File: config.mk
export PLATFORM = sky130hd
export DESIGN_NAME = adc_result_fifo_flat
export DESIGN_NICKNAME = d
export VERILOG_FILES = /design/src/rtl/adc_result_fifo_if.sv /design/src/rtl/adc_result_fifo.sv /design/src/flat_wrapper.sv
export SDC_FILE = /design/constraint.sdc
export NUM_CORES = 1
export LEC_CHECK = 0
export CAP_MARGIN = 15
export CORE_ASPECT_RATIO = 0.8
export CORE_MARGIN = 2
export CORE_UTILIZATION = 45
export DETAILED_ROUTE_END_ITERATION = 10
export PLACE_DENSITY = 0.69
export RECOVER_POWER = 50
export SLEW_MARGIN = 20
export SYNTH_ARGS = -nofsm -noshare
export SYNTH_HDL_FRONTEND = slang
export SYNTH_SLANG_ARGS = --single-unit
File: constraint.sdc
create_clock -name clk -period 7.3 [get_ports clk]
set_input_delay 1.095 -clock clk [delete_from_list [all_inputs] [get_ports clk]]
set_output_delay 1.095 -clock clk [all_outputs]
set_load 0.01 [all_outputs]
File: src/rtl/adc_result_fifo_if.sv
// Read-side valid/ready port of the ADC result FIFO.
// master = FIFO, slave = consumer.
interface adc_result_fifo_if #(
  parameter int DATA_WIDTH = 16
);
  logic [DATA_WIDTH-1:0] rd_data_out;
  logic                  rd_valid_out;
  logic                  rd_ready_in;

  modport master (
    output rd_data_out,
    output rd_valid_out,
    input  rd_ready_in
  );

  modport slave (
    input  rd_data_out,
    input  rd_valid_out,
    output rd_ready_in
  );
endinterface

File: src/rtl/adc_result_fifo.sv
// Circular FWFT FIFO for SAR-ADC results with overflow,
// saturating drop counter and level-threshold interrupt.
module adc_result_fifo #(
  parameter int DATA_WIDTH     = 16,
  parameter int DEPTH          = 8,
  parameter int DROP_CNT_WIDTH = 8,
  localparam int AW = $clog2(DEPTH),
  localparam int LW = AW + 1
) (
  input  logic                      clk,
  input  logic                      rst,
  input  logic [DATA_WIDTH-1:0]     data_in,
  input  logic                      data_strobe_in,
  input  logic                      enable_in,
  input  logic                      clear_in,
  adc_result_fifo_if.master         rd,
  output logic [LW-1:0]             level_out,
  output logic                      full_out,
  output logic                      empty_out,
  input  logic [LW-1:0]             thresh_in,
  output logic                      thresh_irq_out,
  output logic                      overflow_out,
  output logic [DROP_CNT_WIDTH-1:0] drop_cnt_out
);

  logic [DATA_WIDTH-1:0]     mem_q [DEPTH];
  logic [AW-1:0]             wr_ptr_q, wr_ptr_d;
  logic [AW-1:0]             rd_ptr_q, rd_ptr_d;
  logic [LW-1:0]             level_q, level_d;
  logic                      ovf_q, ovf_d;
  logic [DROP_CNT_WIDTH-1:0] drop_q, drop_d;
  logic                      irq_q, irq_d;

  logic push, pop, full, empty, accept, drop;

  assign full   = (level_q == LW'(DEPTH));
  assign empty  = (level_q == '0);
  assign push   = data_strobe_in & enable_in;
  assign pop    = ~empty & rd.rd_ready_in;
  // A pop in the same cycle frees the slot for a push at full.
  assign accept = push & (~full | pop);
  assign drop   = push & full & ~pop;

  always_comb begin
    wr_ptr_d = wr_ptr_q;
    rd_ptr_d = rd_ptr_q;
    level_d  = level_q;
    ovf_d    = ovf_q;
    drop_d   = drop_q;
    if (clear_in) begin
      wr_ptr_d = '0;
      rd_ptr_d = '0;
      level_d  = '0;
      ovf_d    = 1'b0;
      drop_d   = '0;
    end else begin
      if (accept) wr_ptr_d = wr_ptr_q + 1'b1;
      if (pop)    rd_ptr_d = rd_ptr_q + 1'b1;
      level_d = level_q + LW'(accept) - LW'(pop);
      if (drop) begin
        ovf_d = 1'b1;
        if (~&drop_q) drop_d = drop_q + 1'b1;
      end
    end
    irq_d = (thresh_in != '0) && (level_d >= thresh_in);
  end

  always_ff @(posedge clk) begin
    if (rst) begin
      wr_ptr_q <= '0;
      rd_ptr_q <= '0;
      level_q  <= '0;
      ovf_q    <= 1'b0;
      drop_q   <= '0;
      irq_q    <= 1'b0;
    end else begin
      wr_ptr_q <= wr_ptr_d;
      rd_ptr_q <= rd_ptr_d;
      level_q  <= level_d;
      ovf_q    <= ovf_d;
      drop_q   <= drop_d;
      irq_q    <= irq_d;
    end
  end

  always_ff @(posedge clk) begin
    if (!rst && !clear_in && accept)
      mem_q[wr_ptr_q] <= data_in;
  end

  assign rd.rd_valid_out = ~empty;
  assign rd.rd_data_out  = empty ? '0 : mem_q[rd_ptr_q];
  assign level_out       = level_q;
  assign full_out        = full;
  assign empty_out       = empty;
  assign thresh_irq_out  = irq_q;
  assign overflow_out    = ovf_q;
  assign drop_cnt_out    = drop_q;

endmodule

File: src/flat_wrapper.sv
// flat-port wrapper written by rule: the top's interface ports become plain ports
module adc_result_fifo_flat 
#(
  parameter int DATA_WIDTH     = 16,
  parameter int DEPTH          = 8,
  parameter int DROP_CNT_WIDTH = 8,
  localparam int AW = $clog2(DEPTH),
  localparam int LW = AW + 1
)
  (clk, rst, data_in, data_strobe_in, enable_in, clear_in, level_out, full_out, empty_out, thresh_in, thresh_irq_out, overflow_out, drop_cnt_out, rd_rd_data_out, rd_rd_valid_out, rd_rd_ready_in);
  adc_result_fifo_if #(.DATA_WIDTH(DATA_WIDTH)) rd_i ();
  input  logic clk;
  input  logic rst;
  input  logic [DATA_WIDTH-1:0] data_in;
  input  logic data_strobe_in;
  input  logic enable_in;
  input  logic clear_in;
  output logic [LW-1:0] level_out;
  output logic full_out;
  output logic empty_out;
  input  logic [LW-1:0] thresh_in;
  output logic thresh_irq_out;
  output logic overflow_out;
  output logic [DROP_CNT_WIDTH-1:0] drop_cnt_out;
  output wire logic [$bits(rd_i.rd_data_out)-1:0] rd_rd_data_out;
  output wire logic [$bits(rd_i.rd_valid_out)-1:0] rd_rd_valid_out;
  input wire logic [$bits(rd_i.rd_ready_in)-1:0] rd_rd_ready_in;
  assign rd_rd_data_out = rd_i.rd_data_out;
  assign rd_rd_valid_out = rd_i.rd_valid_out;
  assign rd_i.rd_ready_in = rd_rd_ready_in;
  adc_result_fifo #(.DATA_WIDTH(DATA_WIDTH), .DEPTH(DEPTH), .DROP_CNT_WIDTH(DROP_CNT_WIDTH)) u_core (.clk(clk), .rst(rst), .data_in(data_in), .data_strobe_in(data_strobe_in), .enable_in(enable_in), .clear_in(clear_in), .rd(rd_i), .level_out(level_out), .full_out(full_out), .empty_out(empty_out), .thresh_in(thresh_in), .thresh_irq_out(thresh_irq_out), .overflow_out(overflow_out), .drop_cnt_out(drop_cnt_out));
endmodule
# Word-level counts from Yosys, hierarchy flattened

Memory sizes are Yosys's and may differ from the RTL's. A register that Yosys moved wholly into a read port is not among the register bits.
Cells that the tools add are included.
W data, S select, Z words.

Output and inout bits: 33
Memories: 1
Flip-flop bits (word level): 20
Bits of input ports: 26
ROM bits: 0
Bits in latches: 0
RAM bits: 128

Equality and inequality tests: 1
Bitwise logic cells: 10
Shift-type cells: 0
Multiplexer cells: 6
Divide/modulo/power cells: 0
Reduce and logical (&&, ||, !) cells: 10
Add/sub/neg operators: 5
Order comparisons: 1
Multipliers: 0

Memories:

| name         | depth | bits a word | rd ports | clocked after Yosys merged registers in | write ports | line                  | RTL |
|---|---|---|---|---|---|---|---|
| u_core.mem_q | 8     | 16          | 1        | 1                                       | 1           | adc_result_fifo.sv:26 | `logic [DATA_WIDTH-1:0] mem_q [DEPTH];` |

Operators by type and width:

| operator              | count |
|---|---|
| $mux W16              | 1 |
| $add A8 B1 Y8 const B | 1 |
| $reduce_and A8 Y1     | 1 |
| $add A3 B1 Y3 const B | 2 |
| $mux W3               | 2 |
| $and A1 B1 Y1         | 5 |
| $add A4 B1 Y4         | 1 |
| $eq A4 B4 Y1 const B  | 1 |
| $ge A4 B4 Y1          | 1 |
| $logic_not A4 Y1      | 1 |
| $mux W4               | 1 |
| $not A1 Y1            | 4 |
| $reduce_bool A4 Y1    | 1 |
| $sub A4 B1 Y4         | 1 |
| $logic_and A1 B1 Y1   | 3 |
| $logic_not A1 Y1      | 2 |
| $mux W1               | 2 |
| $reduce_and A2 Y1     | 1 |
| $reduce_or A2 Y1      | 1 |
| $or A1 B1 Y1          | 1 |

# Longest topological paths before layout

Gate-level depths: netlist (run 1).

Word-level depth: 10
Mapped depth: 14

# Least setup slack after synthesis (run 1)

OpenSTA, ideal clock, no wires.

Kind: input -> register
Start: in rd_rd_ready_in
End: mem u_core.mem_q[4][0], enable pin
Library setup time: 409 ps
Path slack: 4000 ps
Arrival time: 2890 ps
Cell stages on the path: 4
Path through: nand2b_1 -> a21oi_1 -> nand3_1 -> nor3_1

Cells in the longest elaborated chain, start to end: 6

RTL lines:

| element                       | line                  | RTL |
|---|---|---|
| start: declaration            | flat_wrapper.sv:27    | `input wire logic [$bits(rd_i.rd_ready_in)-1:0] rd_rd_ready_in;` |
| $and A1 B1 Y1                 | adc_result_fifo.sv:39 | `assign pop = ~empty & rd.rd_ready_in;` |
| $or A1 B1 Y1                  | adc_result_fifo.sv:41 | `assign accept = push & (~full \| pop);` |
| $and A1 B1 Y1                 | adc_result_fifo.sv:41 |  |
| named net u_core.accept       | adc_result_fifo.sv:34 | `logic push, pop, full, empty, accept, drop;` |
| $logic_and A1 B1 Y1           | adc_result_fifo.sv:87 | `if (!rst && !clear_in && accept)` |
| $mux W1                       | adc_result_fifo.sv:87 |  |
| $mux W1 (not written as such) | adc_result_fifo.sv:88 | `mem_q[wr_ptr_q] <= data_in;` |
| end: declaration              | adc_result_fifo.sv:26 |  |

The timed path passes the listed nets, and every way through them passes these cells.

# Worst setup path after layout (run 1)

Start: reg u_core.level_q[2], in the netlist u_core.level_out[2]
End: out rd_rd_data_out[14]

Cells in the longest elaborated chain, start to end: 2

RTL lines:

| element                  | line                  | RTL |
|---|---|---|
| start: declaration       | adc_result_fifo.sv:29 | `logic [LW-1:0] level_q, level_d;` |
| start signal: assignment | adc_result_fifo.sv:79 | `level_q <= level_d;` |
| $logic_not A4 Y1         | adc_result_fifo.sv:37 | `assign empty = (level_q == '0);` |
| $mux W16                 | adc_result_fifo.sv:92 | `assign rd.rd_data_out = empty ? '0 : mem_q[rd_ptr_q];` |
| end: declaration         | flat_wrapper.sv:25    | `output wire logic [$bits(rd_i.rd_data_out)-1:0] rd_rd_data_out;` |

Every way passes these cells.

==> metrics.cfg, run 1 <==
[yosys]
synth_area_leader_cell = edfxtp_1
ys_warn_count = 0
yosysMostFrequentCell = edfxtp_1
synth_top_area_share_pct = 63.17
synthArstFlopShare_pct = 0
syn-cell-area_um2 = 6085
synth-seq-cells = 151
synth.distinct_cells = 38
syn_area_per_cell_um2 = 17.29
seq_area_frac_synth_pct = 70.74
syn_inst = 352
ys_top_cells_by_count = edfxtp_1 (128), nor2_1 (40), mux4_2 (32)
ys.flop_type = edfxtp_1
synth_fp_nets = 391
synth_edf_count = 128
synth_area_leaders = edfxtp_1 (63%), mux4_2 (12%), dfxtp_1 (7.6%), mux2i_1 (2.8%), ha_1 (2.5%)

[worst_setup_path]
crit_required_ps = 6200
worstPathMaxFanout = 17
r2r_slack_ps = 4310
endpoint_kind = primary output
startpoint = u_core.level_out[2]
r2r_start = u_core.level_out[2]
arrival_ps = 2790
startpoint_type = flip-flop
crit_type = reg2out

[die]
start_util_pct = 46.77
rows = 37
die_y_um = 108.0
io_pins = 59
dieWidth_um = 134.0
core_area_um2 = 13010
die_area_um2 = 14470

[final_layout]
antennaDiodeCount = 0
nets = 463
multi_input_area_um2 = 1690
regArea_um2 = 4307
num-fill-cells = 993
drive_gt1_share_pct = 17.62
syn_to_final_growth_pct = 22.83

[grt]
grt_pass1_vias = 3323
grt-ovfl-total = 0
use_met2_pct = 27.58
antenna_found_initial = 0
gr-max-usage-layer = met2
grt_util_all_layers_pct = 17.36
grt_max_degree = 33
grtUsageMet1_pct = 23.62
grt_pass1_wl_um = 18340
use_met3_pct = 3.891

[detailed_routing]
drt_drc_violations_left = 0
detail_route.wl_per_cell_um = 18.88
wirelength_um = 11560
firstDrtPassIters = 4
drt_iter0_markers = 284
num_vias = 3293
ant_nets = 0
via_per_inst = 5.381

[place]
numPortBuffers = 58
place_congestion = 0.7716
dpl.hpwl_um = 7056
dpl_worst_slack_ps = 3437

[timing]
whs_ps = 466.7
fin_ws_ps = 3417
final_period_minus_worst_setup_slack_ps = 3883
slew_viol_final = 0
fmax_mhz = 257.5
relSlewSlack_pct = 26.88
setup_tns_ps = 0
hold_violations = 0
skew_ps = 6.793
setup_viol = 0
rsz0062_at_grt = no
min_period_over_period_pct = 53.19
tightestPinTransition_ps = 1097

[status]
status = completed

[worst_hold_path]
hp-class = reg2reg
hp-start = u_core.overflow_out

[clock_tree]
clkLatencyLatePin_ps = 410
clkSlewWorstSetupHoldPaths_ps = 60
cts_hold_buffers = 0
cts_tree = built
cts_setup_buffers = 0
clockBufferDepth = 2
numCtsBuffers = 17
clock_sinks = 151
root_buffer = clkbuf_16
htreeDepth = 4
cts_resized = 0

[power]
p_per_area_nw_per_um2 = 307.3
ir_drop_v = 0.0001752
leakage_nw = 2.402

[job]
drv_cap = 0

## layer usage
layer | up-vias | share of wire (%)
met5 | - | 0
li1 | 1524 | -
met4 | 0 | 1.5
met2 | 80 | 49
met3 | 14 | 5.2
met1 | 1675 | 44
## critical path, cell delays in order, from the launching register on
cell	delay, ps
dfxtp_1	330
inv_1	80
ha_1	230
or3b_2	270
clkinv_1	540
nor2_1	350
clkdlybuf4s50_1	580
## cell type report
cell class / count / area share [%]
Clock buffer: 19 / 5.793
Clock inverter: 13 / 1.758
Inverter: 12 / 0.6027
Multi-Input combinational cell: 175 / 22.62
Sequential cell: 151 / 57.63
Tap cell: 175 / 2.930
Timing Repair Buffer: 67 / 8.672
## path summary, 6_finish.rpt
kind,end,cells past startpoint
setup / recovery,rd_rd_data_out[14],6
setup reg to reg,u_core.thresh_irq_out,12
hold / removal,u_core.overflow_out,2
hold reg to reg,u_core.overflow_out,2
## logic make-up (layout without fill, tap and decap cells)
family,Yosys count,in the layout,share of synthesized area (%)
adders and majority gates,13,13,2.797
muxes,49,49,14.64
xor gates and xnor gates,6,6,0.8637
AOI/OAI and AO/OA,26,26,2.550
and+or+nand+nor,81,81,6.663
buffers and inverters,26,111,1.748
DFF,151,151,70.74
## power by group
part | leakage, nW | switching, mW | total [mW] | internal [mW]
Combinational | 0.797 | 0.252 | 0.506 | 0.254
Sequential | 1.34 | 0.0136 | 0.966 | 0.952
Clock | 0.267 | 0.325 | 0.825 | 0.500
Total | 2.40 | 0.591 | 2.30 | 1.71
## flip-flops by register name, summed over array words and instances (netlist names), named ones only
register,flops
u_core.mem_q,128
u_core.drop_cnt_out,8
u_core.level_out,4
u_core.rd_ptr_q,3
u_core.wr_ptr_q,3
u_core.overflow_out,1
u_core.thresh_irq_out,1
## layout by cell type (no fill, tap or decap), drive strengths merged, types with 3 or more instances in the layout
cell type | synthesis | final
edfxtp | 128 | 128
xnor2 | 4 | 4
clkinv | 1 | 7
nor2 | 40 | 40
nand2b | 4 | 4
mux2i | 17 | 17
nand4 | 3 | 3
ha | 12 | 12
mux4 | 32 | 32
or4 | 4 | 4
clkinvlp | 0 | 4
dfxtp | 23 | 23
o21ai | 6 | 6
clkdlybuf4s50 | 0 | 26
buf | 8 | 9
clkbuf | 6 | 19
nand2 | 5 | 5
dlygate4sd3 | 0 | 32
inv | 11 | 12
nand3 | 8 | 8
a21oi | 11 | 11
and2 | 3 | 3
o31ai | 3 | 3
## metrics by stage
step                cells  utilization (%)  total power, mW  area, um2
floorplan             352                -            1.267       6085
global placement      580            53.11            1.496       6909
detailed placement    580            53.11            1.502       6909
CTS                   612            57.45            2.327       7473
global route          612            57.45            2.402       7473
finish                612            57.45            2.296       7473
Power figures use the tool's default switching activity.
==> run 2: changes to the inputs <==
- clock period: 7.3 -> 3.9 ns (I/O delays scaled with it)
==> run 2 against run 1 <==
  * Design area up 0.65%
  * Largest cell class unchanged
  * Hold slack gained 14 ps
  * First-iteration DRC count down 14%
  * Clock power is 90% higher
  * Critical endpoint is now rd_rd_data_out[11]
  * Non-clock buffer count increased by 3
  * Critical path depth unchanged
  * Clock skew grew 5.4 ps
  * Flip-flop and latch count unchanged
==> metrics.cfg, run 2 (synthesis results as in run 1) <==
[detailed_routing]
detail_route.wl_per_cell_um = 18.80  ; -0.43%
met2_wirelength_um = 5780  ; +2.2%
wirelength_um = 11560  ; about the same
via_per_inst = 5.341  ; -0.73%
drt_iter0_markers = 245  ; -14%
drt_drc_violations_left = 0  ; unchanged
wl_met1_um = 5135  ; +0.23%
route.met3.wl_um = 524  ; -13%
ant_nets = 0  ; unchanged
firstDrtPassIters = 5  ; +1
num_vias = 3285  ; -0.24%
routed.top_layer = met4

[die]
rows = 37  ; unchanged
die_area_um2 = 14470  ; unchanged
io_pins = 59  ; unchanged
core_area_um2 = 13010  ; unchanged
start_util_pct = 46.77  ; unchanged
die_y_um = 108.0  ; unchanged
dieWidth_um = 134.0  ; unchanged

[timing]
tightestPinTransition_ps = 693.2  ; -403.6 ps
setup_viol = 0  ; unchanged
relSlewSlack_pct = 53.50  ; +27 points
fmax_mhz = 298.6
slew_viol_final = 0  ; unchanged
rsz0062_at_grt = no
skew_ps = 12.24  ; +5.443 ps
setup_tns_ps = 0  ; unchanged
final_period_minus_worst_setup_slack_ps = 3349
hold_violations = 0  ; unchanged
min_period_over_period_pct = 85.88

[grt]
grt_pass1_vias = 3309  ; -0.42%
grt_max_degree = 33  ; unchanged
grt_pass1_wl_um = 18160  ; -0.98%
antenna_found_initial = 0  ; unchanged
grt-ovfl-total = 0  ; unchanged
grt_util_all_layers_pct = 17.29  ; -0.074 points

[clock_tree]
clkLatencyLatePin_ps = 410  ; about the same
cts_hold_buffers = 0  ; unchanged
clock_sinks = 151  ; unchanged
cts_setup_buffers = 0  ; unchanged
root_buffer = clkbuf_16
clockBufferDepth = 2  ; unchanged
htreeDepth = 4  ; unchanged
cts_tree = built
cts_resized = 0  ; unchanged
clkSlewWorstSetupHoldPaths_ps = 60  ; about the same
numCtsBuffers = 17  ; unchanged

[power]
p_per_area_nw_per_um2 = 577.6  ; +88%
ir_drop_v = 0.0003237  ; +85%
leakage_nw = 2.457  ; +2.3%

[final_layout]
drive_gt1_share_pct = 18.18  ; +0.56 points
most-common-layout-cells = edfxtp_1 (128), nor2_1 (40), mux4_2 (32), dlygate4sd3_1 (31), clkdlybuf4s50_1 (27)
regArea_um2 = 4305  ; about the same
final_area_um2 = 7522  ; +0.65%
layout_commonest_cell = edfxtp_1
largest_register_ffs = 128  ; unchanged
syn_to_final_growth_pct = 23.63
nets = 466  ; +0.65%
antennaDiodeCount = 0  ; unchanged
multi_input_area_um2 = 1684  ; -0.37%
num-fill-cells = 973  ; -2.0%
max_flop_register = u_core.mem_q

[worst_setup_path]
arrival_ps = 2760  ; -30 ps
startpoint_type = flip-flop
crit_type = reg2out
crit_required_ps = 3310  ; -2890 ps
worstPathMaxFanout = 17  ; unchanged
endpoint_kind = primary output

[job]
drv_cap = 0  ; unchanged

[place]
dpl.hpwl_um = 6953  ; -1.5%
place_area_um2 = 6937  ; +0.40%
place_congestion = 0.8261  ; +7.1%
numPortBuffers = 58  ; unchanged

[status]
status = completed

[worst_hold_path]
hp-class = reg2reg

[run 2: where the power goes]
part           switching [mW]  internal, mW  leakage [nW]
Combinational           0.475         0.483         0.823
Clock                   0.595         0.976         0.296
Sequential             0.0334          1.78          1.34
[run 2: final timing paths]
check | startpoint | to | slack (ps) | cells after the start
min | u_core.overflow_out | u_core.overflow_out | 480 | 2
min reg2reg | u_core.overflow_out | u_core.overflow_out | 480 | 2
max | u_core.level_out[2] | rd_rd_data_out[11] | 550 | 6
max reg2reg | u_core.level_out[2] | u_core.thresh_irq_out | 980 | 12
[run 2: through the flow]
stage	instances	util [%]	hold WS, ps	total power, mW	worst slack, ps
6_report	615	57.82	481.1	4.345	550.6
5_1_grt	615	57.82	513.2	4.541	358.0
4_1_cts	615	57.82	494.8	4.398	525.8
3_5_place_dp	583	53.32	480.3	2.825	612.1
3_3_place_gp	583	53.32	463.7	2.805	661.7
2_1_floorplan	352	-	462.2	2.372	968.9
[run 2: cell type report]
type                    count  area share, %
flip-flops and latches    151          57.24
multi-input cells         175          22.39
clock buffers              26          7.352
clock inverters             6         0.4325
repair buffers             70          9.082
well taps                 175          2.911
inverters                  12         0.5988
[run 2: worst max-delay path, cell delays in order, from the launching register on]
cell and delay, ps:
dfxtp_1 320, inv_1 80, ha_1 210, or3b_2 260, clkinv_1 570, nor2_1 340
clkdlybuf4s50_1 570
[run 2: per-layer routing]
layer	GRT usage, %	vias to the layer above
li1	-	1527
met5	0	-
met2	28.21	78
met3	3.797	9
met1	23.02	1671
met4	6.611	0
